==> src/rtl/bcd_request_scheduler.sv <==
// rtl/bcd_request_scheduler.sv - round-robin arbiter driving a polled binary-to-BCD converter peripheral
module bcd_request_scheduler #(
  parameter logic [4:0] ADDR_DATA   = 5'h04,
  parameter logic [4:0] ADDR_INIT   = 5'h0C,
  parameter logic [4:0] ADDR_DONE   = 5'h10,
  parameter logic [4:0] ADDR_RESULT = 5'h14,
  parameter logic [7:0] TIMEOUT     = 8'd255
) (
  input  logic        clock,
  input  logic        reset,
  input  logic [1:0]  req,
  input  logic [15:0] req_data0,
  input  logic [15:0] req_data1,
  output logic [1:0]  ack,
  output logic [31:0] result,
  output logic        error,
  output logic        busy,
  output logic        bus_chip_select,
  output logic [4:0]  bus_address,
  output logic        bus_read,
  output logic        bus_write,
  output logic [15:0] bus_data_out,
  input  logic [31:0] bus_data_in
);

  typedef enum logic [2:0] {
    IDLE, WR_DATA, WR_INIT, POLL_RD, POLL_CHK, RD_RESULT, CAPTURE, ACK
  } state_t;

  state_t      state, state_next;
  logic [15:0] operand_q;
  logic        grant_q;
  logic        last_grant_q;
  logic        grant_pick;
  logic [7:0]  poll_count_q;
  logic [31:0] result_q;
  logic        error_q;

  assign result = result_q;
  assign error  = error_q;

  always_ff @(posedge clock) begin
    if (reset) state <= IDLE;
    else       state <= state_next;
  end

  always_comb begin
    state_next      = state;
    ack             = 2'b00;
    busy            = (state != IDLE);
    bus_chip_select = 1'b0;
    bus_address     = 5'd0;
    bus_read        = 1'b0;
    bus_write       = 1'b0;
    bus_data_out    = 16'd0;
    // On a tie the requester that was not served last wins.
    if (req == 2'b11) grant_pick = ~last_grant_q;
    else              grant_pick = req[1];
    case (state)
      IDLE: begin
        if (|req) state_next = WR_DATA;
      end
      WR_DATA: begin
        bus_chip_select = 1'b1;
        bus_write       = 1'b1;
        bus_address     = ADDR_DATA;
        bus_data_out    = operand_q;
        state_next      = WR_INIT;
      end
      WR_INIT: begin
        bus_chip_select = 1'b1;
        bus_write       = 1'b1;
        bus_address     = ADDR_INIT;
        bus_data_out    = 16'h0001;
        state_next      = POLL_RD;
      end
      POLL_RD: begin
        bus_chip_select = 1'b1;
        bus_read        = 1'b1;
        bus_address     = ADDR_DONE;
        state_next      = POLL_CHK;
      end
      POLL_CHK: begin
        if (bus_data_in[0])              state_next = RD_RESULT;
        else if (poll_count_q < TIMEOUT) state_next = POLL_RD;
        else                             state_next = ACK;
      end
      RD_RESULT: begin
        bus_chip_select = 1'b1;
        bus_read        = 1'b1;
        bus_address     = ADDR_RESULT;
        state_next      = CAPTURE;
      end
      CAPTURE: state_next = ACK;
      ACK: begin
        ack        = grant_q ? 2'b10 : 2'b01;
        state_next = IDLE;
      end
      default: state_next = IDLE;
    endcase
  end

  always_ff @(posedge clock) begin
    if (reset) begin
      operand_q    <= 16'd0;
      grant_q      <= 1'b0;
      last_grant_q <= 1'b1;
      poll_count_q <= 8'd0;
      result_q     <= 32'd0;
      error_q      <= 1'b0;
    end else begin
      case (state)
        IDLE: begin
          if (|req) begin
            grant_q   <= grant_pick;
            operand_q <= grant_pick ? req_data1 : req_data0;
          end
        end
        WR_INIT: poll_count_q <= 8'd0;
        POLL_CHK: begin
          if (!bus_data_in[0]) begin
            if (poll_count_q < TIMEOUT) poll_count_q <= poll_count_q + 8'd1;
            else                        error_q      <= 1'b1;
          end
        end
        CAPTURE: begin
          result_q <= bus_data_in;
          error_q  <= 1'b0;
        end
        ACK: last_grant_q <= grant_q;
        default: ;
      endcase
    end
  end

endmodule

==> config.mk <==
export PLATFORM = sky130hd
export DESIGN_NAME = bcd_request_scheduler
export DESIGN_NICKNAME = d
export VERILOG_FILES = /design/src/rtl/bcd_request_scheduler.sv
export SDC_FILE = /design/constraint.sdc
export NUM_CORES = 1
export LEC_CHECK = 0
export ABC_AREA = 1
export CORE_MARGIN = 2
export CORE_UTILIZATION = 42
export DETAILED_ROUTE_END_ITERATION = 10
export HOLD_SLACK_MARGIN = 0.15
export MAX_ROUTING_LAYER = met4
export PLACE_DENSITY = 0.81
export SYNTH_ARGS = -nofsm -noshare
export SYNTH_HDL_FRONTEND = slang
export SYNTH_SLANG_ARGS = --single-unit
==> constraint.sdc <==
create_clock -name clock -period 1.75 [get_ports clock]
set_input_delay 0.35 -clock clock [delete_from_list [all_inputs] [get_ports clock]]
set_output_delay 0.35 -clock clock [all_outputs]
set_load 0.02 [all_outputs]
## Yosys cells after proc, flatten, opt, wreduce, memory -nomap -nowiden

Index checks and enable logic that the tools add are counted.

| storage, ports and cells | value |
|---|---|
| logic and storage cells | 52 |
| flip-flop bits (word level) | 62 |
| input port bits | 68 |
| output and inout bits | 60 |

| cells by class | value |
|---|---|
| bitwise gates (word level) | 1 |
| reduce and logical (&&, ||, !) cells | 11 |
| equal/unequal tests | 12 |
| mux-type cells | 19 |
| $add $sub $neg | 1 |
| magnitude comparators | 1 |

Operator list:

| cell | count |
|---|---|
| 16-bit one-hot mux with 2 select lines | 1 |
| 3-bit one-hot mux with 8 select lines | 1 |
| 5-bit one-hot mux with 4 select lines | 1 |
| 16-bit two-way mux | 1 |
| 8-bit two-way mux | 2 |
| 8-bit one-hot mux with 2 select lines | 1 |
| 3-bit == test, second input constant | 4 |
| 3-bit two-way mux | 3 |
| 8-bit by 1-bit adder with 8-bit output, second input constant | 1 |
| 8-bit < comparator, second input constant | 1 |
| 2-bit inequality test, second input constant | 4 |
| 3-bit by 2-bit == test with 1-bit output, second input constant | 2 |
| 1-bit two-way mux | 6 |
| 3-bit AND reduction | 2 |
| 2-bit OR reduction | 3 |
| 2-bit two-way mux | 2 |
| 2-bit nonzero test | 2 |
| 4-bit OR reduction | 1 |
| 3-bit by 1-bit == test with 1-bit output, second input constant | 1 |
| 3-bit logical NOT | 1 |
| 3-bit nonzero test | 1 |
| 2-bit == test, second input constant | 1 |
| 1-bit one-hot mux with 2 select lines | 1 |
| 2-bit AND reduction | 1 |
| 1-bit NOT | 1 |

## Logic depth before layout (Yosys ltp)

| depth | value |
|---|---|
| depth after elaboration | 4 |
| depth in mapped cells | 10 |
| mapped depth without buffers | 10 |

## Worst setup path after synthesis

OpenSTA, ideal clock, no wires.

| timing | value |
|---|---|
| path kind | reg-to-output |
| from | register state[0] |
| to | output port bus_data_out[10] |
| stages on the path, launching flop included | 7 |
| required time | 1.400 ns |
| setup slack | 0.092 ns |
| path buffers | 2 |
| arrival time | 1.308 ns |
| cells stage by stage | dfxtp_1 buf_6 inv_1 nor2_1 nand2_1 buf_2 nor2_1 |

| between the ends | value |
|---|---|
| cells in the longest elaborated chain, start to end | 2 |
| elaborated cells on any way between the ends | 3 |
| classes of those cells | eq/ne: 2; mux: 1 |

RTL lines:

| element | line | text |
|---|---|---|
| from (decl) | 30 | `state_t state, state_next;` |
| from (signal assigned) | 44 | `else state <= state_next;` |
| 3-bit by 2-bit == test with 1-bit output / 3-bit by 1-bit == test with 1-bit output (equally long branches) | 59 | `case (state)` |
| 16-bit one-hot mux with 2 select lines (*) | 59 |  |
| to (decl) | 22 | `output logic [15:0] bus_data_out,` |

Every way passes the cells marked *; elsewhere a longest branch is shown, timed or not.

## Final worst setup path

| timing | value |
|---|---|
| from | register state[0] |
| to | output port bus_data_out[6] |

The elaborated chain is that of the path after synthesis.

==> flow_metrics.env <==
export IMPL_start_util_pct=42.8
export IMPL_cts_root_buf="clkbuf_8"
export IMPL_die_w_um=86.5
export IMPL_stdcell_count=620
export IMPL_final_seq_area_um2=1250
export IMPL_holdPathStages=2
export IMPL_status="finished, final reports clean"
export IMPL_nNetsFinal=604
export IMPL_pwr_share_clk_pct=39.4
export IMPL_finalWeightedCongestion=0.853
export IMPL_synthTopCellsByArea="dfxtp_1 43%, nor2_1 13%, a21oi_1 6.7%, nand2_1 6.6%, o21ai_1 6.3%"
export IMPL_ioPinCount=128
export IMPL_via_per_inst=4.98
export IMPL_ant_nets=0
export IMPL_cp_required_ns=1.40
export IMPL_worstPathCellList="inv_2 -> nor2_4 -> nand2_4 -> buf_12 -> nor2_2 -> buf_4"
export IMPL_drt_iter0_drc=162
export IMPL_wl_per_cell_um=13.5
export IMPL_grt_max_degree=53
export IMPL_cts_buffers=9
export IMPL_critPathMaxFanout=7
export IMPL_row_count=30
export IMPL_fill_cells=535
export IMPL_multi_input_area_um2=1390
export IMPL_critPathLaunchType="register"
export IMPL_path_class="reg2out"
export IMPL_period_share_pct=98.1
export IMPL_h_tree_depth=3
export IMPL_die_area_um2=7480
export IMPL_final_layout_size_suffix_gt1_share_pct=19.8
export IMPL_cts_setup_buffers=0
export IMPL_hpwl_um=5880
export IMPL_synth_cell_types=32
export IMPL_pwr_share_comb_pct=20.6
export IMPL_crit_path_top_delay_cell="dfxtp_2"
export IMPL_switching_power_uw=1020
export IMPL_insertion_delay_ns=0.34
export IMPL_skew_ns=0.00954
export IMPL_grt_overflow=0
export IMPL_ir_drop_mv=0.485
export IMPL_drc=0
export IMPL_ys_ff_latch=62
export IMPL_synth_top_cell_area_share_pct=43.4
export IMPL_finalSetupViolCount=0
export IMPL_period_minus_slack_ns=1.72
export IMPL_r2r_cells=9
export IMPL_synth_cells=396
export IMPL_cp_end_kind="output pin"
export IMPL_internal_power_uw=2810
export IMPL_avgSynthCellArea_um2=7.22
export IMPL_die_h_um=86.5
export IMPL_final_util_pct=67.7
export IMPL_first_global_vias=3071
export IMPL_grt_pass1_wl_um=13600
export IMPL_cts_tree="yes"
export IMPL_dr_pass1_iters=4
export IMPL_grt_antenna_before_repair=0
export IMPL_clkSlewWorstSetupHoldPaths_ns=0.07
export IMPL_port_buffer_count=125
export IMPL_diodes=0
export IMPL_wirelength_um=8360
export IMPL_worst_endpoint_arrival_ns=1.37
export IMPL_p_sw_share_pct=26.7
export IMPL_maxCapViolCount=0
export IMPL_p_seq_share_pct=40.0
export IMPL_track_usage_pct=23.4
export IMPL_cts_sinks=62
export IMPL_core_um2=6680
export IMPL_report_final_slew_viol_count=0
export IMPL_synth_area_um2=2860
export IMPL_clock_path_buffers=2
export IMPL_routed_via_count=3090
export IMPL_rsz0062_at_grt="true"
export IMPL_slowest_delay_ns=0.34
export IMPL_area_growth_pct=58.3
export IMPL_dp_cells=603
export IMPL_yosysWarnings=0
export IMPL_yosys_area_top_type="dfxtp_1"
export IMPL_power_leakage_uw=0.00193
export IMPL_hold_class="reg2reg"
export IMPL_finalHoldViolCount=0
export IMPL_fmax_ghz=0.583
export IMPL_power_density_nw_per_um2=846
export IMPL_ys_seq_area_share_pct=43.4
## per-stage QoR
step	worst slack [ns]	hold WS (ns)	setup TNS (ns)	cell area [µm²]	total power, µW
2_1_floorplan	0.0920	0.429	0	2860	1940
3_3_place_gp	-0.135	0.445	-2.05	4240	2290
3_5_place_dp	-0.176	0.450	-2.74	4240	2310
4_1_cts	-0.000859	0.468	-0.000859	4390	3790
5_1_grt	-0.0490	0.501	-0.193	4520	3990
6_report	0.0334	0.466	0	4520	3830
## flip-flops by register name, indices dropped and copies added, names as in the netlist
name,count
grant_q,1
poll_count_q,8
last_grant_q,1
state,3
result,32
error,1
operand_q,16
## critical path, delay by kind of cell (launching register included)
family / cells / cell delay (ns)
buffers and inverters: 3 / 0.36
flip-flops: 1 / 0.34
AND/OR/NAND/NOR: 3 / 0.33
## repair_timing
item | CTS | global route
gates cloned | 0 | 1
pin swaps | 1 | 3
endpoints found under the setup margin | 25 | 20
hold buffers | 0 | 0
gates resized for setup | 113 | 40
## synth_stat cells, drive strengths merged
master,n
nand2,58
dfxtp,62
o21bai,1
nand3,12
clkinv,1
conb,1
nor3b,1
a21oi,40
nor2,101
buf,14
o21a,1
a211oi,1
nand4,3
o311ai,1
nor3,4
ha,1
o21ai,50
inv,38
clkbuf,6
## cell type report
type	count	area share [%]
Timing Repair Buffer	147	30.9
Clock buffer	10	2.82
Sequential cell	62	27.6
Clock inverter	6	2.43
Tap cell	80	2.21
Multi-Input combinational cell	276	30.7
Inverter	39	3.35
## cells by family after synthesis
kind of cell | count (synthesis) | synth area share (%)
and+or+nand+nor | 179 | 27.7
DFF | 62 | 43.4
AOI/OAI and AO/OA | 94 | 17.6
adders and majority gates | 1 | 0.438
buffers and inverters | 59 | 10.7
other | 1 | 0.131
## power by group through the flow
stage               sequential [µW]  clock [µW]  combinational, µW
finish                         1530        1510                789
global route                   1540        1590                857
CTS                            1530        1540                727
detailed placement             1560           0                751
global placement               1550           0                738
floorplan                      1560           0                376
## path summary, 6_finish.rpt
check / from / endpoint / slack (ns)
worst max-delay path: state[0]$_SDFFE_PP0P_ / bus_data_out[6] / 0.03
worst max register to register: poll_count_q[0]$_SDFFE_PP0P_ / poll_count_q[6]$_SDFFE_PP0P_ / 0.21
worst min-delay path: last_grant_q$_SDFFE_PP1N_ / last_grant_q$_SDFFE_PP1N_ / 0.47
worst min register to register: last_grant_q$_SDFFE_PP1N_ / last_grant_q$_SDFFE_PP1N_ / 0.47
## cells in the final DEF, fill, tap and decap left out, drive strengths merged
| master | n |
|---|---|
| nand4 | 3 |
| nor3b | 1 |
| o21ai | 50 |
| ha | 1 |
| conb | 2 |
| nand2 | 58 |
| clkdlybuf4s50 | 100 |
| o21bai | 1 |
| clkinv | 2 |
| nor3 | 4 |
| a21oi | 40 |
| o21a | 1 |
| dfxtp | 62 |
| buf | 46 |
| bufinv | 3 |
| clkinvlp | 2 |
| o311ai | 1 |
| inv | 38 |
| nand3 | 12 |
| clkbuf | 11 |
| a211oi | 1 |
| nor2 | 101 |
## routing by layer
metal | global-route usage [%] | vias up | part of all wire [%]
met1 | 28.2 | 1402 | 43
met2 | 36.4 | 120 | 48
met5 | - | - | 0
met4 | 11.5 | 0 | 2.9
li1 | - | 1546 | -
met3 | 5.90 | 22 | 5.9
Power figures use the tool's default switching activity.
